## src/rtl/hazard_sequencer.sv

```systemverilog
// Pipeline control for the 5-stage RV32I core. Drives the PC and pipeline-register strobes and
// the EX forwarding selects from shadow copies of each stage's destination-register info.
module hazard_sequencer #(
  parameter int unsigned REG_ADDR_W = 5,
  parameter int unsigned CNT_W      = 32
) (
  input  logic                  clk,
  input  logic                  rst,
  input  logic                  id_valid,
  input  logic [REG_ADDR_W-1:0] id_rs1,
  input  logic [REG_ADDR_W-1:0] id_rs2,
  input  logic                  id_use_rs1,
  input  logic                  id_use_rs2,
  input  logic [REG_ADDR_W-1:0] id_rd,
  input  logic                  id_reg_write,
  input  logic [1:0]            id_result_src,
  input  logic [1:0]            ex_pc_src,
  input  logic                  mem_access,
  input  logic                  dmem_ready,
  output logic                  pc_en,
  output logic                  ifid_en,
  output logic                  ifid_clr,
  output logic                  idex_en,
  output logic                  idex_clr,
  output logic                  exmem_en,
  output logic                  memwb_en,
  output logic                  memwb_clr,
  output logic [1:0]            fwd_a_sel,
  output logic [1:0]            fwd_b_sel,
  output logic [1:0]            state,
  output logic [CNT_W-1:0]      stall_cnt,
  output logic [CNT_W-1:0]      flush_cnt
);

  typedef enum logic [1:0] {
    StRun      = 2'b00,
    StLuStall  = 2'b01,
    StMemWait  = 2'b10
  } state_e;

  localparam logic [1:0] RsrcMem = 2'b01;
  localparam logic [1:0] PcNext  = 2'b00;
  localparam logic [1:0] FwdNone = 2'b00;
  localparam logic [1:0] FwdAlu  = 2'b01;
  localparam logic [1:0] FwdWb   = 2'b10;

  localparam logic [CNT_W-1:0] CntOne = CNT_W'(1);

  state_e state_q, state_d;

  logic [REG_ADDR_W-1:0] idex_rd_q, idex_rs1_q, idex_rs2_q;
  logic                  idex_rw_q;
  logic [1:0]            idex_rsrc_q;
  logic [REG_ADDR_W-1:0] exmem_rd_q;
  logic                  exmem_rw_q;
  logic [1:0]            exmem_rsrc_q;
  logic [REG_ADDR_W-1:0] memwb_rd_q;
  logic                  memwb_rw_q;

  logic [CNT_W-1:0] stall_cnt_q, flush_cnt_q;

  logic mem_wait, redirect, load_use, flush_inc;

  assign mem_wait = mem_access && !dmem_ready;
  assign redirect = ex_pc_src != PcNext;
  assign load_use = (idex_rsrc_q == RsrcMem) && idex_rw_q && (idex_rd_q != '0) && id_valid &&
                    ((id_use_rs1 && (id_rs1 == idex_rd_q)) ||
                     (id_use_rs2 && (id_rs2 == idex_rd_q)));

  // A redirect held off by mem_wait stays visible on ex_pc_src because EX is frozen,
  // so it is applied naturally on the first cycle the memory completes.
  always_comb begin
    pc_en     = 1'b1;
    ifid_en   = 1'b1;
    ifid_clr  = 1'b0;
    idex_en   = 1'b1;
    idex_clr  = 1'b0;
    exmem_en  = 1'b1;
    memwb_en  = 1'b1;
    memwb_clr = 1'b0;
    flush_inc = 1'b0;
    state_d   = StRun;
    if (mem_wait) begin
      pc_en     = 1'b0;
      ifid_en   = 1'b0;
      idex_en   = 1'b0;
      exmem_en  = 1'b0;
      memwb_clr = 1'b1;
      state_d   = StMemWait;
    end else if (redirect) begin
      ifid_clr  = 1'b1;
      idex_clr  = 1'b1;
      flush_inc = 1'b1;
    end else if (load_use) begin
      pc_en    = 1'b0;
      ifid_en  = 1'b0;
      idex_clr = 1'b1;
      state_d  = StLuStall;
    end
  end

  function automatic logic [1:0] fwd_sel(
    input logic [REG_ADDR_W-1:0] rs,
    input logic                  mem_rw,
    input logic [REG_ADDR_W-1:0] mem_rd,
    input logic [1:0]            mem_rsrc,
    input logic                  wb_rw,
    input logic [REG_ADDR_W-1:0] wb_rd
  );
    // MEM stage holds the newer value; a load there is not yet available.
    if (mem_rw && (mem_rd != '0) && (mem_rd == rs) && (mem_rsrc != RsrcMem)) begin
      return FwdAlu;
    end else if (wb_rw && (wb_rd != '0) && (wb_rd == rs)) begin
      return FwdWb;
    end
    return FwdNone;
  endfunction

  always_comb begin
    fwd_a_sel = fwd_sel(idex_rs1_q, exmem_rw_q, exmem_rd_q, exmem_rsrc_q, memwb_rw_q, memwb_rd_q);
    fwd_b_sel = fwd_sel(idex_rs2_q, exmem_rw_q, exmem_rd_q, exmem_rsrc_q, memwb_rw_q, memwb_rd_q);
  end

  assign state     = state_q;
  assign stall_cnt = stall_cnt_q;
  assign flush_cnt = flush_cnt_q;

  always_ff @(posedge clk or posedge rst) begin
    if (rst) begin
      state_q      <= StRun;
      idex_rd_q    <= '0;
      idex_rs1_q   <= '0;
      idex_rs2_q   <= '0;
      idex_rw_q    <= 1'b0;
      idex_rsrc_q  <= '0;
      exmem_rd_q   <= '0;
      exmem_rw_q   <= 1'b0;
      exmem_rsrc_q <= '0;
      memwb_rd_q   <= '0;
      memwb_rw_q   <= 1'b0;
      stall_cnt_q  <= '0;
      flush_cnt_q  <= '0;
    end else begin
      state_q <= state_d;

      if (idex_clr || (idex_en && !id_valid)) begin
        idex_rd_q   <= '0;
        idex_rs1_q  <= '0;
        idex_rs2_q  <= '0;
        idex_rw_q   <= 1'b0;
        idex_rsrc_q <= '0;
      end else if (idex_en) begin
        idex_rd_q   <= id_rd;
        idex_rs1_q  <= id_use_rs1 ? id_rs1 : '0;
        idex_rs2_q  <= id_use_rs2 ? id_rs2 : '0;
        idex_rw_q   <= id_reg_write;
        idex_rsrc_q <= id_result_src;
      end

      if (exmem_en) begin
        exmem_rd_q   <= idex_rd_q;
        exmem_rw_q   <= idex_rw_q;
        exmem_rsrc_q <= idex_rsrc_q;
      end

      if (memwb_clr) begin
        memwb_rd_q <= '0;
        memwb_rw_q <= 1'b0;
      end else if (memwb_en) begin
        memwb_rd_q <= exmem_rd_q;
        memwb_rw_q <= exmem_rw_q;
      end

      if (!pc_en && (stall_cnt_q != '1)) begin
        stall_cnt_q <= stall_cnt_q + CntOne;
      end
      if (flush_inc && (flush_cnt_q != '1)) begin
        flush_cnt_q <= flush_cnt_q + CntOne;
      end
    end
  end

endmodule

```

## config.mk

```make
export PLATFORM = sky130hd
export DESIGN_NAME = hazard_sequencer
export DESIGN_NICKNAME = d
export VERILOG_FILES = /design/src/rtl/hazard_sequencer.sv
export SDC_FILE = /design/constraint.sdc
export NUM_CORES = 1
export LEC_CHECK = 0
export BUFFER_PORTS_ARGS = -buffer_cell sky130_fd_sc_hd__clkbuf_2
export CAP_MARGIN = 30
export CORE_MARGIN = 4
export CORE_UTILIZATION = 45
export DETAILED_ROUTE_END_ITERATION = 12
export GPL_ROUTABILITY_DRIVEN = 0
export GPL_TIMING_DRIVEN = 0
export PLACE_DENSITY = 0.68
export SETUP_SLACK_MARGIN = 0.2
export SYNTH_ARGS = -nofsm -noshare
export SYNTH_HDL_FRONTEND = slang
export SYNTH_SLANG_ARGS = --single-unit
```

## constraint.sdc

```tcl
create_clock -name clk -period 5.4 [get_ports clk]
set_clock_uncertainty 0.2 [all_clocks]
set_input_delay 0.81 -clock clk [delete_from_list [all_inputs] [get_ports clk]]
set_output_delay 0.81 -clock clk [all_outputs]
set_load 0.02 [all_outputs]
```

---- Yosys cells after proc, flatten, opt, wreduce, memory -nomap -nowiden ----
Index checks and enable logic that the tools add are counted.
storage, ports and cells
  register bits after elaboration ......... 98
  bits in latches ......................... 0
  RAM bits ................................ 0
  bits in read-only memories .............. 0
  bits of input ports ..................... 27
  output and inout port bits .............. 78
  logic and storage cells ................. 90
  memories kept ........................... 0
operators by class
  $add $sub $neg .......................... 2
  $mul .................................... 0
  divide/modulo/power cells ............... 0
  magnitude comparators ................... 0
  equal/unequal tests ..................... 11
  shift-type cells ........................ 0
  mux-type cells .......................... 37
  bitwise operators ....................... 0
  reduce and logical (&&, ||, !) cells .... 27
operator list
  kind                                                    number
  adder 32 x 1 -> 32 bit (second input constant)          2
  inequality test 32 bit (second input constant)          2
  two-way mux 5 bit                                       9
  == test 5 bit                                           6
  two-way mux 1 bit                                       19
  logical AND 1 bit                                       18
  two-way mux 2 bit                                       9
  nonzero test 5 bit                                      3
  inequality test 2 x 1 -> 1 bit (second input constant)  2
  logical NOT 1 bit                                       3
  == test 2 x 1 -> 1 bit (second input constant)          1
  logical OR 1 bit                                        2
  nonzero test 2 bit                                      1

---- Logic depth before layout (Yosys ltp) ----
  depth in word-level cells ............... 10
  depth in mapped cells ................... 9
  mapped depth without buffers ............ 7

---- Worst setup path before layout ----
OpenSTA, ideal clock, no wires.
  kind .................................... input to output
  start point ............................. input port dmem_ready
  end point ............................... output port idex_clr
  arrival ................................. 2.139 ns
  required time ........................... 4.390 ns
  slack ................................... 2.251 ns
  stages .................................. 6
  path buffers ............................ 3
  cells stage by stage .................... nand2b_1 buf_2 inv_1 clkbuf_1 buf_1 a21oi_1
between the ends
  cells in the longest elaborated chain, start to end .. 3
RTL lines
  item               line  source
  from (decl)        19    input logic dmem_ready,
  logical NOT 1 bit  64    assign mem_wait = mem_access && !dmem_ready;
  logical AND 1 bit  64
  two-way mux 1 bit  83    if (mem_wait) begin
  to (decl)          24    output logic idex_clr,
No other way between the ends.

---- Worst setup path after layout ----
Same ends and word-level chain as after synthesis.

==> results.sh <==
export IMPL_placement_io_buffers=103
export IMPL_synth_seq_area_share=0.523
export IMPL_worst_setup_path_startpoint="dmem_ready"
export IMPL_critical_path_max_fanout=11
export IMPL_post_synth_top_area_cell="sky130_fd_sc_hd__dfrtp_1"
export IMPL_clk_pin_slew_ns=0.10
export IMPL_main_combinational_cell_family_by_area_after_synthesis="simple AND/OR/NAND/NOR gates"
export IMPL_finalCritPeriodShare=0.650
export IMPL_yosys_mux_area_fraction=0.00800
export IMPL_internal_power_mw=1.17
export IMPL_syn_area_mm2=0.00469
export IMPL_synthMostInstantiatedCell="sky130_fd_sc_hd__dfrtp_1"
export IMPL_n_antenna_cell=0
export IMPL_max_cap_violations=0
export IMPL_clockRootBuffer="sky130_fd_sc_hd__clkbuf_8"
export IMPL_critical_path_slowest_cell="sky130_fd_sc_hd__buf_1"
export IMPL_report_final_setup_viol=0
export IMPL_post_cts_resized=0
export IMPL_clock_latency_ns=0.37
export IMPL_syn_mean_instance_area_um2=10.8
export IMPL_synth_xor_xnor_area_share=0.168
export IMPL_critical_path_top_delay_family="buffers and inverters"
export IMPL_switching_part_of_the_total_power=0.295
export IMPL_wire_length_per_cell_after_detailed_routing_um=15.8
export IMPL_ios=105
export IMPL_worst_hold_margin_ns=0.202
export IMPL_tritoncts_num_sinks=98
export IMPL_cpMostUsedCell="sky130_fd_sc_hd__clkbuf_2"
export IMPL_syn_to_final_growth_pct=20.1
export IMPL_postLayoutCoreUtil=0.551
export IMPL_yosys_most_used_dff="sky130_fd_sc_hd__dfrtp_1"
export IMPL_number_of_enable_type_register_cells_in_the_synthesized_netlist=0
export IMPL_synth_commonest_cells="sky130_fd_sc_hd__dfrtp_1, sky130_fd_sc_hd__xnor2_1, sky130_fd_sc_hd__xor2_1"
export IMPL_num_rows=37
export IMPL_reg2reg_from="stall_cnt[0]$_DFFE_PP0P_"
export IMPL_post_synth_fa_ha_maj_area_fraction=0.00533
export IMPL_postCtsSetupBuffers=0
export IMPL_fillerInstances=908
export IMPL_end_kind="primary output"
export IMPL_critical_path_buf_inv_count=6
export IMPL_fmaxAchievable_mhz=285
export IMPL_first_pass_grt_wire_length_mm=17.9
export IMPL_numCtsBuffers=9
export IMPL_postRouteAntennaNets=0
export IMPL_synth_top_cell_area_share=0.523
export IMPL_report_final_hold_viol_count=0
export IMPL_timing_critical_path_slowest_cell_delay_ns=0.43
export IMPL_synth_nets=464
export IMPL_firstDrtPassIters=4
export IMPL_h_tree_depth=3
export IMPL_seqPwrFrac=0.519
export IMPL_tritoncts="yes"
export IMPL_global_route_overflow_total=0
export IMPL_dp_final_hpwl_mm=8.18
export IMPL_power_clock_fraction=0.323
export IMPL_remaining_drc_errors=0
export IMPL_timing_worst_setup_path_type="in2out"
export IMPL_dr_total_vias=3640
export IMPL_design_core_area_mm2=0.0102
export IMPL_yosys_area_share_simple=0.216
export IMPL_grt_setup_unrepaired="false"
export IMPL_synth_compound_gate_area_share=0.0523
export IMPL_synthArstFlopShare=1.00
export IMPL_nNetsFinal=579
export IMPL_fraction_of_final_layout_cells_sized_beyond_drive_strength_1=0.249
export IMPL_cts_hold_buffers_added=0
export IMPL_number_of_antenna_violations_at_the_first_check_in_global_routing=0
export IMPL_class_of_the_most_critical_hold_timing_path="in2async"
export IMPL_worst_slew_margin_rel=0.598
export IMPL_initialDrtViolationCount=150
export IMPL_run_status="finished clean"
export IMPL_ys_seq_elements=98
export IMPL_x_dimension_of_the_die_um=110
export IMPL_p_sw_mw=0.488
export IMPL_number_of_global_route_vias_before_repair=3573
export IMPL_total_routed_wirelength_mm=10.9
export IMPL_post_synth_num_cell_types=41
export IMPL_data_required_critical_path_ns=4.39
export IMPL_start_util=0.459
export IMPL_groute_usage_overall=0.192
export IMPL_fp_dieArea_mm2=0.0121
export IMPL_total_power_density_per_cell_area_mw_per_mm2=293
export IMPL_total_negative_slack_for_setup_checks_ns=0
export IMPL_power_share_combinational=0.158
export IMPL_synthesis_instances=435
export IMPL_max_vdd_ir_drop_mv=0.341
export IMPL_cp_cell_sequence="clkbuf_2 -> nand2b_1 -> buf_2 -> inv_1 -> clkbuf_1 -> buf_1 -> a21oi_1 -> clkbuf_2"
export IMPL_pin_count_of_the_biggest_net_entering_global_routing=73
export IMPL_min_period_ns=3.51
export IMPL_synth_top_cells_by_area="sky130_fd_sc_hd__dfrtp_1, sky130_fd_sc_hd__xnor2_1, sky130_fd_sc_hd__xor2_1, sky130_fd_sc_hd__nand2_1, sky130_fd_sc_hd__nand3_1"
export IMPL_synth_warnings=0
export IMPL_critical_path_startpoint_type="primary input"
export IMPL_die_h_um=110
export IMPL_cp_data_arrival_time_ns=2.50
export IMPL_timing_max_transition_violations_final=0
export IMPL_via_per_inst=5.27
export IMPL_clock_tree_buffer_depth=2
export IMPL_worst_slew_pin_transition_ns=0.600
export IMPL_leakage_nw=2.84
[cell families after synthesis]
logic type / count (synthesis)
other: 1
flip-flops: 98
AO/OA/AOI/OAI: 30
multiplexers: 3
XOR/XNOR: 90
buffers and inverters: 26
adder cells (fa/ha/maj): 2
AND/OR/NAND/NOR: 185
[worst register-to-register path, stage by stage (launching register included)]
cell and delay [ns]:
sky130_fd_sc_hd__dfrtp_1 0.43, sky130_fd_sc_hd__ha_1 0.21, sky130_fd_sc_hd__and3_1 0.23, sky130_fd_sc_hd__and4_1 0.22, sky130_fd_sc_hd__nand4b_1 0.12, sky130_fd_sc_hd__nand3_1 0.35, sky130_fd_sc_hd__clkbuf_1 0.45, sky130_fd_sc_hd__mux2_2 0.39
[path summary, 6_finish.rpt]
| path | end | slack (ns) | depth (start not counted) |
|---|---|---|---|
| max in group asynchronous | flush_cnt[12]$_DFFE_PP0P_ | 4.13 | 3 |
| hold / removal | stall_cnt[12]$_DFFE_PP0P_ | 0.20 | 2 |
| hold reg to reg | stall_cnt[7]$_DFFE_PP0P_ | 0.29 | 1 |
| setup reg to reg | stall_cnt[1]$_DFFE_PP0P_ | 2.69 | 7 |
| setup / recovery | idex_clr | 1.89 | 8 |
| min in group clk | stall_cnt[7]$_DFFE_PP0P_ | 0.29 | 1 |
[flip-flops by register name, summed over array words and instances, names as in the netlist]
name	count
flush_cnt	32
idex_rd_q	5
memwb_rd_q	5
idex_rs2_q	5
idex_rs1_q	5
exmem_rd_q	5
stall_cnt	32
exmem_rw_q	1
state	2
memwb_rw_q	1
exmem_rsrc_q	2
idex_rsrc_q	2
idex_rw_q	1
[layout make-up]
cell class                      count  area [um2]  share of cell area
Buffer                             15        83.8              0.0149
Clock buffer                       10         138              0.0244
Clock inverter                      6        88.8              0.0158
Inverter                           11        43.8             0.00777
Multi-Input combinational cell    311        2120               0.375
Sequential cell                    98        2450               0.435
Tap cell                          136         170              0.0302
Timing Repair Buffer              104         543              0.0964
[power by group through the flow]
stage	logic, mW	registers, mW	clock network, mW
after CTS	0.267	0.857	0.547
after floorplan	0.121	0.909	0
final	0.262	0.857	0.534
after global placement	0.257	0.867	0
after global routing	0.289	0.867	0.587
after detailed placement	0.265	0.871	0
[metrics by stage]
| stage | cells | instance area (um2) | setup WS [ns] | power (mW) |
|---|---|---|---|---|
| after global placement | 674 | 5380 | 0.747 | 1.12 |
| after floorplan | 435 | 4690 | 1.83 | 1.03 |
| final | 691 | 5640 | 1.89 | 1.65 |
| after global routing | 691 | 5640 | 1.70 | 1.74 |
| after detailed placement | 675 | 5410 | 1.83 | 1.14 |
| after CTS | 691 | 5640 | 1.83 | 1.67 |
[layer usage]
| metal | wire length (um) | global-route usage | vias up |
|---|---|---|---|
| li1 | - | - | 1769 |
| met1 | 4980 | 0.267 | 1759 |
| met2 | 5190 | 0.295 | 95 |
| met3 | 556 | 0.0443 | 17 |
| met4 | 215 | 0.0660 | 0 |
| met5 | 0 | 0 | - |
[cells in the final DEF (no fill, tap or decap), types with 9 or more instances in the layout]
cell type / instances
sky130_fd_sc_hd__and2_1: 10
sky130_fd_sc_hd__xor2_1: 44
sky130_fd_sc_hd__nand2_1: 42
sky130_fd_sc_hd__inv_1: 10
sky130_fd_sc_hd__dfrtp_1: 98
sky130_fd_sc_hd__nor3_1: 20
sky130_fd_sc_hd__nor2_1: 16
sky130_fd_sc_hd__nand3_1: 30
sky130_fd_sc_hd__a32o_1: 10
sky130_fd_sc_hd__clkbuf_8: 10
sky130_fd_sc_hd__clkbuf_2: 103
sky130_fd_sc_hd__nand4_1: 17
sky130_fd_sc_hd__xnor2_1: 46
sky130_fd_sc_hd__and3_1: 9
sky130_fd_sc_hd__nor4_1: 14
(Power assumes the default switching activity.)
